File: config.mk
export PLATFORM = sky130hd
export DESIGN_NAME = countdown_timer
export DESIGN_NICKNAME = d
export VERILOG_FILES = /design/src/rtl/countdown_timer_pkg.sv /design/src/rtl/countdown_timer_one_hz_divider.sv /design/src/rtl/countdown_timer.sv
export SDC_FILE = /design/constraint.sdc
export NUM_CORES = 1
export LEC_CHECK = 0
export BUFFER_PORTS_ARGS = -buffer_cell sky130_fd_sc_hd__buf_2
export CORE_ASPECT_RATIO = 0.7
export CORE_UTILIZATION = 30
export DETAILED_ROUTE_END_ITERATION = 7
export MAX_ROUTING_LAYER = met4
export SYNTH_ARGS = -nofsm -noshare
export SYNTH_HDL_FRONTEND = slang
export SYNTH_SLANG_ARGS = --single-unit
File: constraint.sdc
create_clock -name clock -period 2.2 [get_ports clock]
set_clock_uncertainty 0.1 [all_clocks]
set_input_delay 0 -clock clock [delete_from_list [all_inputs] [get_ports clock]]
set_output_delay 0 -clock clock [all_outputs]
set_load 0.02 [all_outputs]
File: src/rtl/countdown_timer_pkg.sv
// rtl/countdown_timer_pkg.sv - shared types and constants for the countdown timer
// Purpose: state encoding, time-value width and the controller's interval selectors.
// Ports: none (package).
package countdown_timer_pkg;

  localparam int TIME_WIDTH = 4;

  typedef enum logic [1:0] {
    IDLE     = 2'b00,
    COUNTING = 2'b01,
    DONE     = 2'b10
  } timer_state_t;

  // Interval selectors driven by the anti-theft controller into the parameter store.
  localparam logic [1:0] ARM_DELAY       = 2'b00;
  localparam logic [1:0] DRIVER_DELAY    = 2'b01;
  localparam logic [1:0] PASSENGER_DELAY = 2'b10;
  localparam logic [1:0] ALARM_ON        = 2'b11;

endpackage

File: src/rtl/countdown_timer_one_hz_divider.sv
// rtl/countdown_timer_one_hz_divider.sv - clock divider producing a one-second tick strobe
// Purpose: counts clock cycles while running and strobes tick on the last cycle of each second.
// Ports: clock, systemReset (async, active-high), clear (restart the second),
//        run (count enable), tick (high during the final cycle of a second).
module one_hz_divider #(
  parameter int CLOCKS_PER_SECOND = 1000
) (
  input  logic clock,
  input  logic systemReset,
  input  logic clear,
  input  logic run,
  output logic tick
);

  localparam int W = $clog2(CLOCKS_PER_SECOND);
  localparam logic [W-1:0] LAST = W'(CLOCKS_PER_SECOND - 1);

  logic [W-1:0] count;

  // Decoded from registers only, so the strobe is glitch-free within the cycle.
  assign tick = run && (count == LAST);

  // The count is held at zero whenever not running, so every second starts clean.
  always_ff @(posedge clock or posedge systemReset) begin
    if (systemReset) begin
      count <= '0;
    end else if (clear || !run || tick) begin
      count <= '0;
    end else begin
      count <= count + 1'b1;
    end
  end

endmodule

File: src/rtl/countdown_timer.sv
// rtl/countdown_timer.sv - seconds-resolution countdown timer with held expiry flag
// Purpose: loads a 4-bit duration on startTimer, counts it down once per second,
//          and holds expired once the count reaches zero.
// Ports: clock, systemReset (async, active-high), startTimer, value[3:0] (seconds),
//        remaining[3:0], busy, expired, oneHzEnable (tick strobe while counting).
module countdown_timer
  import countdown_timer_pkg::*;
#(
  parameter int CLOCKS_PER_SECOND = 1000
) (
  input  logic                  clock,
  input  logic                  systemReset,
  input  logic                  startTimer,
  input  logic [TIME_WIDTH-1:0] value,
  output logic [TIME_WIDTH-1:0] remaining,
  output logic                  busy,
  output logic                  expired,
  output logic                  oneHzEnable
);

  timer_state_t          state, state_next;
  logic [TIME_WIDTH-1:0] remaining_next;
  logic                  tick;

  // A start always restarts the partial second, whatever state we were in.
  one_hz_divider #(
    .CLOCKS_PER_SECOND(CLOCKS_PER_SECOND)
  ) u_divider (
    .clock      (clock),
    .systemReset(systemReset),
    .clear      (startTimer),
    .run        (state == COUNTING),
    .tick       (tick)
  );

  always_ff @(posedge clock or posedge systemReset) begin
    if (systemReset) begin
      state     <= IDLE;
      remaining <= '0;
    end else begin
      state     <= state_next;
      remaining <= remaining_next;
    end
  end

  always_comb begin
    state_next     = state;
    remaining_next = remaining;
    if (startTimer) begin
      remaining_next = value;
      state_next     = (value != '0) ? COUNTING : DONE;
    end else begin
      case (state)
        COUNTING: begin
          if (tick) begin
            remaining_next = remaining - 1'b1;
            if (remaining == 4'd1) begin
              state_next = DONE;
            end
          end
        end
        DONE: begin
          remaining_next = '0;
        end
        default: begin
          state_next = state;
        end
      endcase
    end
  end

  assign busy        = (state == COUNTING);
  assign expired     = (state == DONE);
  assign oneHzEnable = tick;

endmodule

Word level (Yosys, flattened, before mapping)
Cells that the tools add are included.
{ "classes": {"addsub": 2, "eq_ne": 5, "muxes": 9, "reduce_logical": 11} }
{ "ops": {"columns": ["operator", "n"], "rows": [
  ["10-bit by 1-bit adder with 10-bit output (second input constant)", 1],
  ["10-bit == test (second input constant)", 1],
  ["10-bit 2-to-1 mux", 1],
  ["2-bit 2-to-1 mux", 5],
  ["4-bit 2-to-1 mux", 2],
  ["4-bit case mux with 2 select lines", 1],
  ["2-bit nonzero test", 3],
  ["4-bit by 1-bit == test with 1-bit output (second input constant)", 1],
  ["4-bit nonzero test", 1],
  ["4-bit by 1-bit subtractor with 4-bit output (second input constant)", 1],
  ["3-bit != test (second input constant)", 1],
  ["3-bit AND reduction", 1],
  ["3-bit nonzero test", 1],
  ["2-bit by 1-bit == test with 1-bit output (second input constant)", 1],
  ["2-bit == test (second input constant)", 1],
  ["1-bit logical OR", 2],
  ["2-bit AND reduction", 1],
  ["1-bit logical AND", 1],
  ["1-bit zero test", 1]
]} }
{ "totals": {"regBits": 16, "in_bits": 7, "output_inout_bits": 7, "elab_cells": 30} }

Depth between registers and ports, before layout
Gate-level depths: netlist of the first run.
{ "depth": {"word_depth": 5, "ltp_mapped": 6, "ltp_nobuf": 5} }

Hierarchy
From an unflattened synthesis of the first run, not the netlist that was laid out.
{ "hier_totals": {"cells_unflattened": 84, "area_unflattened_um2": 922.1} }
{ "by_module_without_submodules": {"columns": ["mod", "n_inst", "cells_per_inst", "area_per_inst_um2", "seq_area_each_um2"], "rows": [
  ["one_hz_divider", 1, 52, 548.0, 250.2],
  ["countdown_timer", 1, 32, 374.1, 150.1]
]} }

Worst setup path before layout of the first run
OpenSTA, ideal clock, no wires.
{ "synth_path": {"kind": "register to register", "from": "register u_divider.count[0]", "to": "register remaining[1]", "setup_ps": 121, "t_arrival_ps": 1475, "required_time_ps": 1979, "path_slack_ps": 504, "path_stages_with_launch": 6, "n_path_buf": 0, "period_less_slack_ps": 1696, "cell_sequence": "dfrtp_1 -> ha_1 -> nand3_2 -> nor4_4 -> mux2i_1 -> a22o_1"} }
{ "synth_via": {"elab_chain_len": 4} }
{ "synth_lines": {"columns": ["element", "line", "text"], "rows": [
  ["start: declaration", "countdown_timer_one_hz_divider.sv:18", "logic [W-1:0] count;"],
  ["start signal: assignment", "countdown_timer_one_hz_divider.sv:30", "count <= count + 1'b1;"],
  ["10-bit == test", "countdown_timer_one_hz_divider.sv:21", "assign tick = run && (count == LAST);"],
  ["1-bit logical AND", "countdown_timer_one_hz_divider.sv:21", null],
  ["net oneHzEnable", "countdown_timer.sv:18", "output logic oneHzEnable"],
  ["3-bit != test (no source line)", null, null],
  ["2-bit AND reduction (no source line)", null, null],
  ["end signal: assignment", "countdown_timer.sv:42", "remaining <= remaining_next;"],
  ["end: declaration", "countdown_timer.sv:15", "output logic [TIME_WIDTH-1:0] remaining,"]
]} }
The timed path passes the listed nets, and every way through them passes these cells.
A chain may end at the register's enable or synchronous reset.

Worst setup path in the final report of the first run
{ "layout_path": {"from": "register u_divider.count[0]", "to": "output oneHzEnable"} }
{ "layout_via": {"elab_chain_len": 2} }
{ "layout_lines": {"columns": ["element", "line"], "rows": [
  ["10-bit == test", "countdown_timer_one_hz_divider.sv:21"],
  ["1-bit logical AND", "countdown_timer_one_hz_divider.sv:21"],
  ["end: declaration", "countdown_timer.sv:18"]
]} }
Every way passes these cells.

==> results of run 1 <==
stage by stage:
step,util,cells
floorplan,-,96
global placement,0.3593,143
detailed placement,0.3593,143
CTS,0.3995,153
global route,0.3995,153
finish,0.3995,153
kinds of logic after synthesis:
group | after synthesis
AO/OA/AOI/OAI | 12
XOR/XNOR | 8
adder cells (fa/ha/maj) | 3
buffers and inverters | 11
flip-flops | 16
multiplexers | 2
AND/OR/NAND/NOR | 44
worst min-delay path: cells and delay by family:
kind,cells,cell delay (ns)
buffers and inverters,3,1.10
layout by cell type (no fill, tap or decap), types with 2 or more instances in the layout:
cell,count
a2111oi_0,2
and3_1,2
buf_2,13
clkbuf_8,4
dfrtp_1,16
dlygate4sd3_1,6
ha_1,3
inv_1,9
mux2i_1,2
nand2_1,5
nand3_1,3
nor2_1,13
nor3_1,9
nor4_1,2
o21ai_0,3
xnor2_1,6
xor2_1,2
flip-flops by register name (all words and copies together), names as in the netlist:
signal,flops
u_divider.count,10
remaining,4
state,2
area by class of cell:
cell class / count / area share
repair buffers: 19 / 0.1094
multi-input cells: 69 / 0.4234
flip-flops and latches: 16 / 0.3501
clock buffers: 4 / 0.04814
well taps: 36 / 0.03939
inverters: 9 / 0.02954
power groups by stage:
stage / sequential [mW] / clock (mW) / combinational, mW
after detailed placement: 0.330 / 0 / 0.0968
after global placement: 0.330 / 0 / 0.0968
after floorplan: 0.337 / 0 / 0.0571
after CTS: 0.324 / 0.266 / 0.106
final: 0.325 / 0.256 / 0.106
after global routing: 0.328 / 0.281 / 0.119
Yosys cell counts, types with 2 or more instances:
| cell type | n |
|---|---|
| xor2_1 | 2 |
| inv_1 | 9 |
| a2111oi_0 | 2 |
| nor2_1 | 13 |
| o21ai_0 | 3 |
| and3_1 | 2 |
| mux2i_1 | 2 |
| xnor2_1 | 6 |
| nand3_1 | 3 |
| dfrtp_1 | 16 |
| nor4_1 | 2 |
| nor3_1 | 9 |
| ha_1 | 3 |
| nand2_1 | 5 |
final timing paths:
check | from | to | slack, ns | depth (start not counted)
worst max-delay path | u_divider.count[0] | oneHzEnable | 0.51 | 4
worst min-delay path | systemReset | u_divider.count[2] | 0.27 | 3
worst max register to register | u_divider.count[0] | remaining[3] | 0.51 | 5
worst min register to register | u_divider.count[0] | u_divider.count[0] | 0.36 | 1
max in group asynchronous | systemReset | remaining[3] | 1.33 | 3
min in group clock | u_divider.count[0] | u_divider.count[0] | 0.36 | 1
layer usage:
metal / vias up / global-route usage / wire length (µm)
li1: 381 / - / -
met1: 349 / 0.2078 / 1010
met2: 19 / 0.1765 / 783
met3: 6 / 0.04481 / 107
met4: 0 / 0.05556 / 46
met5: - / - / 0
==> impl_metrics.yaml, run 1 <==
power_and_ir_drop:
  switching_power_uw: 177.7
  p_total_uw: 687.3
  seqPwrFrac: 0.473
  p_sw_frac: 0.2586
  p_leak_nw: 0.4878
  clock_power_share: 0.373
  power_density_nw_per_um2: 601.0
  internal_power_uw: 509.6
  ir_worst_vdd_uv: 327.4
  combPwrFrac: 0.154
sta:
  max_freq_ghz: 0.5907
  rsz0062_at_grt: "no"
  fin_crit_ns: 1.693
  fin_ws_ns: 0.5071
  tightest_slew_ns: 0.6101
  finalHoldViolations: 0
  relSlewSlack: 0.5928
  period_share: 0.7695
  finalSetupViolCount: 0
  slew_viol_final: 0
  tns_ns: 0
  hold_ws_ns: 0.2698
global_route:
  globalRouteOverflowTotal: 0
  grt_max_degree: 17
  grt_pass1_wl_um: 3374
  grt_antenna_before_repair: 0
  grtUsageTotal: 0.1415
  grt_pass1_vias: 733
setup_path:
  path_buf_inv: 1
  required_ns: 2.10
  cp-end-kind: "output port"
  critical_path.top_delay_family: "simple AND/OR/NAND/NOR gates"
  critPathMaxStageDelay_ns: 0.37
  cp-start-kind: "flop"
  crit_chain: "ha_1, nand3_2, nor4_4, buf_2"
  worstPathMaxFanout: 4
  worstPathArrival_ns: 1.59
  worst-setup-path-type: "flop to output port"
  cp_slowest_cell: "dfrtp_1"
logic_synthesis:
  synth_nets: 106
  yosysUniqueCellTypes: 33
  syn_area_um2: 927.1
  yosys.area_share.simple: 0.2901
  synth.area.mux_share: 0.02159
  ys_seq_area_frac: 0.4318
  synth_top_cell_by_area: "dfrtp_1"
  synthAdderAreaFrac: 0.04049
  synthArstFlopShare: 1.000
  synth_compound_gate_area_share: 0.09447
  ys_warn_count: 0
  synth_edf_count: 0
  synth_top_area_frac: 0.4318
  synth_area_leaders: "dfrtp_1 (43%), xnor2_1 (5.7%), nor2_1 (5.3%)"
  synth_flop_cell: "dfrtp_1"
  synth_cells: 96
  synth_top_family_by_area: "simple AND/OR/NAND/NOR gates"
  synthXorXnorAreaFrac: 0.07557
  synth_seq_cells: 16
  avgSynthCellArea_um2: 9.658
clocking:
  cts-root-buf: "clkbuf_8"
  cts_buffer_depth: 2
  htreeDepth: 1
  cts_tree: "yes"
  numCtsBuffers: 3
  worstSkewPairLatency_ns: 0.25
  cts_resized: 0
  clk_pin_slew_worst_paths_ns: 0.06
  cts_hold_buf: 6
  numClockSinks: 16
  cts_setup_buffers: 0
placed_design:
  place_area_um2: 1028
  hpwl_um: 1396
  post-place-ws_ns: 0.5328
  io_buffers: 13
  place_congestion: 0.8728
routing:
  drcViolationCount: 0
  wl_um: 1948
  ant_nets: 0
  vias: 755
  drt-pass1-iter-count: 4
  via_per_inst: 4.935
  drt_iter0_drc: 17
  wl_per_cell_um: 12.73
floorplan:
  die_y_um: 48.51
  floorplan.rows: 16
  initial_core_util: 0.3239
  pin_count: 14
  chipWidth_um: 68.45
  dieArea_um2: 3320
  core_area_um2: 2863
layout:
  stdcell_area_um2: 1144
  area_delta_synth_final_pct: 23.35
  drive_above_1_share: 0.1966
  antenna_cells: 0
  fill_cells: 295
  regArea_um2: 400.4
  nets: 128
  multi_input_area_um2: 484.2
worst_hold_path:
  min_path_type: "primary input to asynchronous set/reset pin"
flow_run:
  max_cap_violations: 0
outcome:
  status: "completed"
Note: power is estimated with default switching activity, not from simulation.
==> run 2: changes to the inputs <==
Settings changed: ABC_AREA set to 1.
Clock period 2.2 ns to 1.55 ns, I/O delays scaled along.
==> run 2 against run 1 <==
Against the previous run: flip-flop and latch count is the same; die area grew 3.0%; total power grew 58%; critical endpoint unchanged; largest power group unchanged.
==> impl_metrics.yaml, run 2 <==
outcome:
  status: "completed"
clocking:
  clk_pin_slew_worst_paths_ns: 0.06
  cts_buffer_depth: 2
  cts-root-buf: "clkbuf_8"
  numCtsBuffers: 3
  cts_tree: "yes"
  numClockSinks: 16
  cts_setup_buffers: 0
  htreeDepth: 1
  worstSkewPairLatency_ns: 0.25
layout:
  multi_input_area_um2: 485.5
  layout_commonest_cell: "nand2_1"
  nets: 165
  drive_above_1_share: 0.1818
  area_delta_synth_final_pct: 23.82
  fill_cells: 307
  antenna_cells: 0
  top_register: "u_divider.count"
  final_cell_mix: "nand2_1 (31), inv_1 (21), nor2_1 (20), dfrtp_1 (16)"
  regArea_um2: 400.4
  reg.largest.list: "u_divider.count (10), remaining (4), state (2)"
  fin_cells: 190
  largest_register_ffs: 10
floorplan:
  core_area_um2: 2903
  pin_count: 14
  chipWidth_um: 69.47
  die_y_um: 49.23
  dieArea_um2: 3420
  floorplan.rows: 16
  initial_core_util: 0.3293
logic_synthesis:
  synthArstFlopShare: 1.000
  synth_top_area_frac: 0.4188
  synth_edf_count: 0
  avgSynthCellArea_um2: 7.187
  ys_seq_area_frac: 0.4188
  synth_commonest_cells: "nand2_1 (31), inv_1 (22), nor2_1 (21), dfrtp_1 (16), nand3_1 (12)"
  syn_area_um2: 955.9
  synth_seq_cells: 16
  synth_nets: 143
  synth_flop_cell: "dfrtp_1"
  post-synth-top-count-cell: "nand2_1"
  synth_area_leaders: "dfrtp_1 (42%), nand2_1 (12%), inv_1 (8.6%)"
  synth_top_cell_by_area: "dfrtp_1"
  synth_cells: 133
  yosysUniqueCellTypes: 18
  ys_warn_count: 0
setup_path:
  critPathMaxStageDelay_ns: 0.40
  path_buf_inv: 2
  cp-start-kind: "flop"
  startpoint: "u_divider.count[0]"
  cp-end-kind: "output port"
  worstPathMaxFanout: 7
  required_ns: 1.45
  worst-setup-path-type: "flop to output port"
  worstPathArrival_ns: 1.32
  cp_slowest_cell: "dfrtp_1"
  r2r-start: "u_divider.count[0]"
  critical_path.top_delay_family: "flip-flops"
  crit_chain: "ha_4, nand2_4, nor2_2, nand3_2, inv_2, buf_4"
routing:
  wl_um: 2105
  drt_iter0_drc: 61
  wl_per_cell_um: 11.08
  vias: 890
  drt-pass1-iter-count: 4
  ant_nets: 0
  drcViolationCount: 0
  via_per_inst: 4.684
global_route:
  grt_pass1_wl_um: 3767
  globalRouteOverflowTotal: 0
  grt_pass1_vias: 825
  grtUsageTotal: 0.1460
  grt_antenna_before_repair: 0
  grt_max_degree: 17
worst_hold_path:
  min_path_type: "primary input to flop"
  min_from: "value[2]"
sta:
  slew_viol_final: 0
  tightest_slew_ns: 0.6285
  rsz0062_at_grt: "no"
  relSlewSlack: 0.5805
  finalSetupViolCount: 0
  finalHoldViolations: 0
  max_freq_ghz: 0.7020
  period_share: 0.9190
  fin_crit_ns: 1.424
  hold_ws_ns: 0.04568
  tns_ns: 0
power_and_ir_drop:
  power_density_nw_per_um2: 915.9
  ir_worst_vdd_uv: 323.8
  p_leak_nw: 0.6053
flow_run:
  max_cap_violations: 0
placed_design:
  place_congestion: 0.8736
  placedCellCount: 182
  io_buffers: 13
  hpwl_um: 1595
-- run 2: cell types whose count changed in the layout (fill, tap and decap cells not counted), moves of 3 or more --
cell / before / now
inv_2: 0 / 3
inv_1: 9 / 21
nand2_1: 5 / 31
xnor2_1: 6 / 2
o22ai_1: 0 / 3
nor3_1: 9 / 3
nand3_1: 3 / 12
nor2_1: 13 / 20
-- run 2: path summary, 6_finish.rpt --
kind	depth (start not counted)	endpoint	slack, ns
setup reg to reg	6	u_divider.count[5]	0.18
hold reg to reg	1	u_divider.count[0]	0.41
min in group asynchronous	3	remaining[1]	0.26
max in group asynchronous	3	u_divider.count[8]	0.68
setup / recovery	6	oneHzEnable	0.13
hold / removal	5	remaining[2]	0.05
-- run 2: timing repair --
action | in CTS | in global routing
hold buffers | 4 | 0
setup endpoints to repair | 0 | 14
endpoints found under the hold margin | 19 | 0
resized for setup | 0 | 7
-- run 2: tightest hold or removal path, delay by kind of cell --
kind | cells | cell delay [ns]
AND/OR/NAND/NOR | 2 | 0.12
AO/OA/AOI/OAI | 1 | 0.08
buffers and inverters | 2 | 0.16
-- run 2: stage by stage --
step	power [mW]	setup WS (ns)	area, µm²	utilization
2_1_floorplan	0.6345	0.2311	955.9	-
3_3_place_gp	0.6989	0.1586	1066	0.3672
3_5_place_dp	0.7028	0.1167	1066	0.3672
4_1_cts	1.094	0.01442	1161	0.4000
5_1_grt	1.156	0.01357	1184	0.4078
6_report	1.084	0.1255	1184	0.4078
-- run 2: where the power goes --
part | internal (mW) | switching (mW)
sequential | 0.447 | 0.0347
clock | 0.225 | 0.149
combinational | 0.0855 | 0.143
-- run 2: final cells by class --
class | instances | share of cell area
inverters | 24 | 0.07611
repair buffers | 17 | 0.09091
flip-flops and latches | 16 | 0.3383
well taps | 36 | 0.03805
clock buffers | 4 | 0.04651
multi-input cells | 93 | 0.4101
-- run 2: metal layers --
| layer | track usage | wire, µm | share of wire |
|---|---|---|---|
| met1 | 0.2020 | 1146 | 0.54 |
| met2 | 0.2039 | 843 | 0.40 |
| met3 | 0.03719 | 88 | 0.042 |
| met4 | 0.05442 | 27 | 0.013 |
| met5 | - | 0 | 0 |
-- run 2: logic make-up (layout without fill, tap and decap cells) --
family | count (synthesis) | after routing | synth area share
flip-flops | 16 | 16 | 0.4188
XOR/XNOR | 4 | 4 | 0.03666
buffers and inverters | 24 | 45 | 0.09424
adder cells (fa/ha/maj) | 3 | 3 | 0.03927
AO/OA/AOI/OAI | 11 | 11 | 0.06152
AND/OR/NAND/NOR | 75 | 75 | 0.3495
==> run 3: changes to the inputs <==
Settings changed: CORE_ASPECT_RATIO 0.7 to 0.75, CORE_UTILIZATION 30 to 40.
==> run 3 against run 2 <==
Against the previous run: wire length increased by 1.7%; non-clock buffer count up 6; final cell count grew 1.1%; sequential power shrank 1%; combinational power up 2%; hold slack lost 0.028 ns; die area fell by 24%; critical endpoint is now state[0]; largest cell class unchanged; largest power group unchanged.
==> impl_metrics.yaml, run 3 (synthesis gave the netlist of run 2 again) <==
layout:
  layout_commonest_cell: "nand2_1"
  fill_cells: 213
  drive_above_1_share: 0.1938
  largest_register_ffs: 10
  area_delta_synth_final_pct: 26.44
  regArea_um2: 400.4
  multi_input_area_um2: 480.5
  antenna_cells: 0
  top_register: "u_divider.count"
  nets: 171
  fin_cells: 192
  reg.largest.list: "u_divider.count (10), remaining (4), state (2)"
  final_cell_mix: "nand2_1 (31), inv_1 (22), nor2_1 (20), dfrtp_1 (16)"
floorplan:
  die_y_um: 44.34
  pin_count: 14
  chipWidth_um: 58.45
  floorplan.rows: 14
  core_area_um2: 2120
  dieArea_um2: 2591
  initial_core_util: 0.4510
worst_hold_path:
  min_path_type: "primary input to flop"
sta:
  period_share: 0.9668
  fin_crit_ns: 1.499
  finalHoldViolations: 0
  relSlewSlack: 0.5848
  finalSetupViolCount: 0
  tns_ns: 0
  slew_viol_final: 0
  hold_ws_ns: 0.01773
  tightest_slew_ns: 0.6221
  max_freq_ghz: 0.6673
clocking:
  cts_tree: "yes"
  clk_pin_slew_worst_paths_ns: 0.10
  worstSkewPairLatency_ns: 0.29
  cts_buffer_depth: 2
  numClockSinks: 16
  cts-root-buf: "clkbuf_4"
  htreeDepth: 1
  numCtsBuffers: 3
routing:
  via_per_inst: 4.693
  drt-pass1-iter-count: 4
  ant_nets: 0
  drcViolationCount: 0
  drt_iter0_drc: 53
  vias: 901
  wl_um: 2141
  wl_per_cell_um: 11.15
setup_path:
  crit_chain: "dlygate4sd3_1, buf_2, inv_1, nand3_1, o21ai_1, dlygate4sd3_1, nand2_1"
  cpMostUsedCell: "dlygate4sd3_1"
  required_ns: 1.64
  cp_slowest_cell: "dlygate4sd3_1"
  cp-end-kind: "flop"
  critPathMaxStageDelay_ns: 0.56
  worstPathMaxFanout: 2
  worstPathArrival_ns: 1.59
  worst-setup-path-type: "primary input to flop"
  cp-start-kind: "primary input"
global_route:
  grt_antenna_before_repair: 0
  grtUsageTotal: 0.1860
  globalRouteOverflowTotal: 0
  grt_pass1_vias: 761
  grt_pass1_wl_um: 3367
  grt_max_degree: 17
power_and_ir_drop:
  ir_worst_vdd_uv: 591.2
  power_density_nw_per_um2: 815.7
  p_total_uw: 985.8
  p_leak_nw: 0.6283
placed_design:
  hpwl_um: 1469
  io_buffers: 13
  placedCellCount: 178
  place_congestion: 0.8599
flow_run:
  max_cap_violations: 0
outcome:
  status: "completed"
## run 3: cell count changes in the layout (fill, tap and decap cells not counted), sizes merged
cell and delta:
dlygate4sd3 +2, buf +4
## run 3: cell type report
class / instances / area share
clock buffer: 4 / 0.03002
inverter: 24 / 0.07453
multi-input combinational: 93 / 0.3975
sequential: 16 / 0.3313
tap: 32 / 0.03313
timing repair buffer: 23 / 0.1335
## run 3: final timing paths
kind,end,slack [ns],from,cells after the start
min in group asynchronous,u_divider.count[4],0.21,systemReset,3
worst max-delay path,state[0],0.05,value[2],7
worst min register to register,u_divider.count[0],0.44,u_divider.count[0],2
max in group asynchronous,u_divider.count[2],0.73,systemReset,3
worst max register to register,remaining[2],0.12,u_divider.count[0],9
worst min-delay path,state[1],0.02,value[1],6
## run 3: layer usage
layer	vias up	routed length, µm	global-route usage
met2	16	964	0.2598
met3	4	74	0.05556
met4	0	31	0.05714
met1	412	1070	0.2593
li1	469	-	-
met5	-	0	-
## run 3: worst max-delay path, delay by kind of cell
kind	cells	cell delay, ns
buffers and inverters	4	1.32
AOI/OAI and AO/OA	1	0.15
and+or+nand+nor	2	0.11
## run 3: per-stage QoR
| step | setup WS, ns | instance area [µm²] | utilization |
|---|---|---|---|
| floorplan | 0.2311 | 955.9 | - |
| detailed placement | 0.1183 | 1061 | 0.5006 |
| finish | 0.05146 | 1209 | 0.5702 |
| global route | -0.02605 | 1209 | 0.5702 |
| CTS | 0.03908 | 1177 | 0.5555 |
| global placement | 0.1504 | 1061 | 0.5006 |
## run 3: where the power goes
part	internal, mW	leakage [nW]	switching [mW]
registers	0.446	0.212	0.0301
clock network	0.143	0.0210	0.135
logic	0.0906	0.395	0.141
## run 3: timing repair
action	4_1_cts	5_1_grt
endpoints found under the hold margin	21	0
endpoints found under the setup margin	1	6
gates cloned	0	0
buffers inserted	2	2
resized for setup	2	5
hold buffers	6	0
pin swaps	0	3
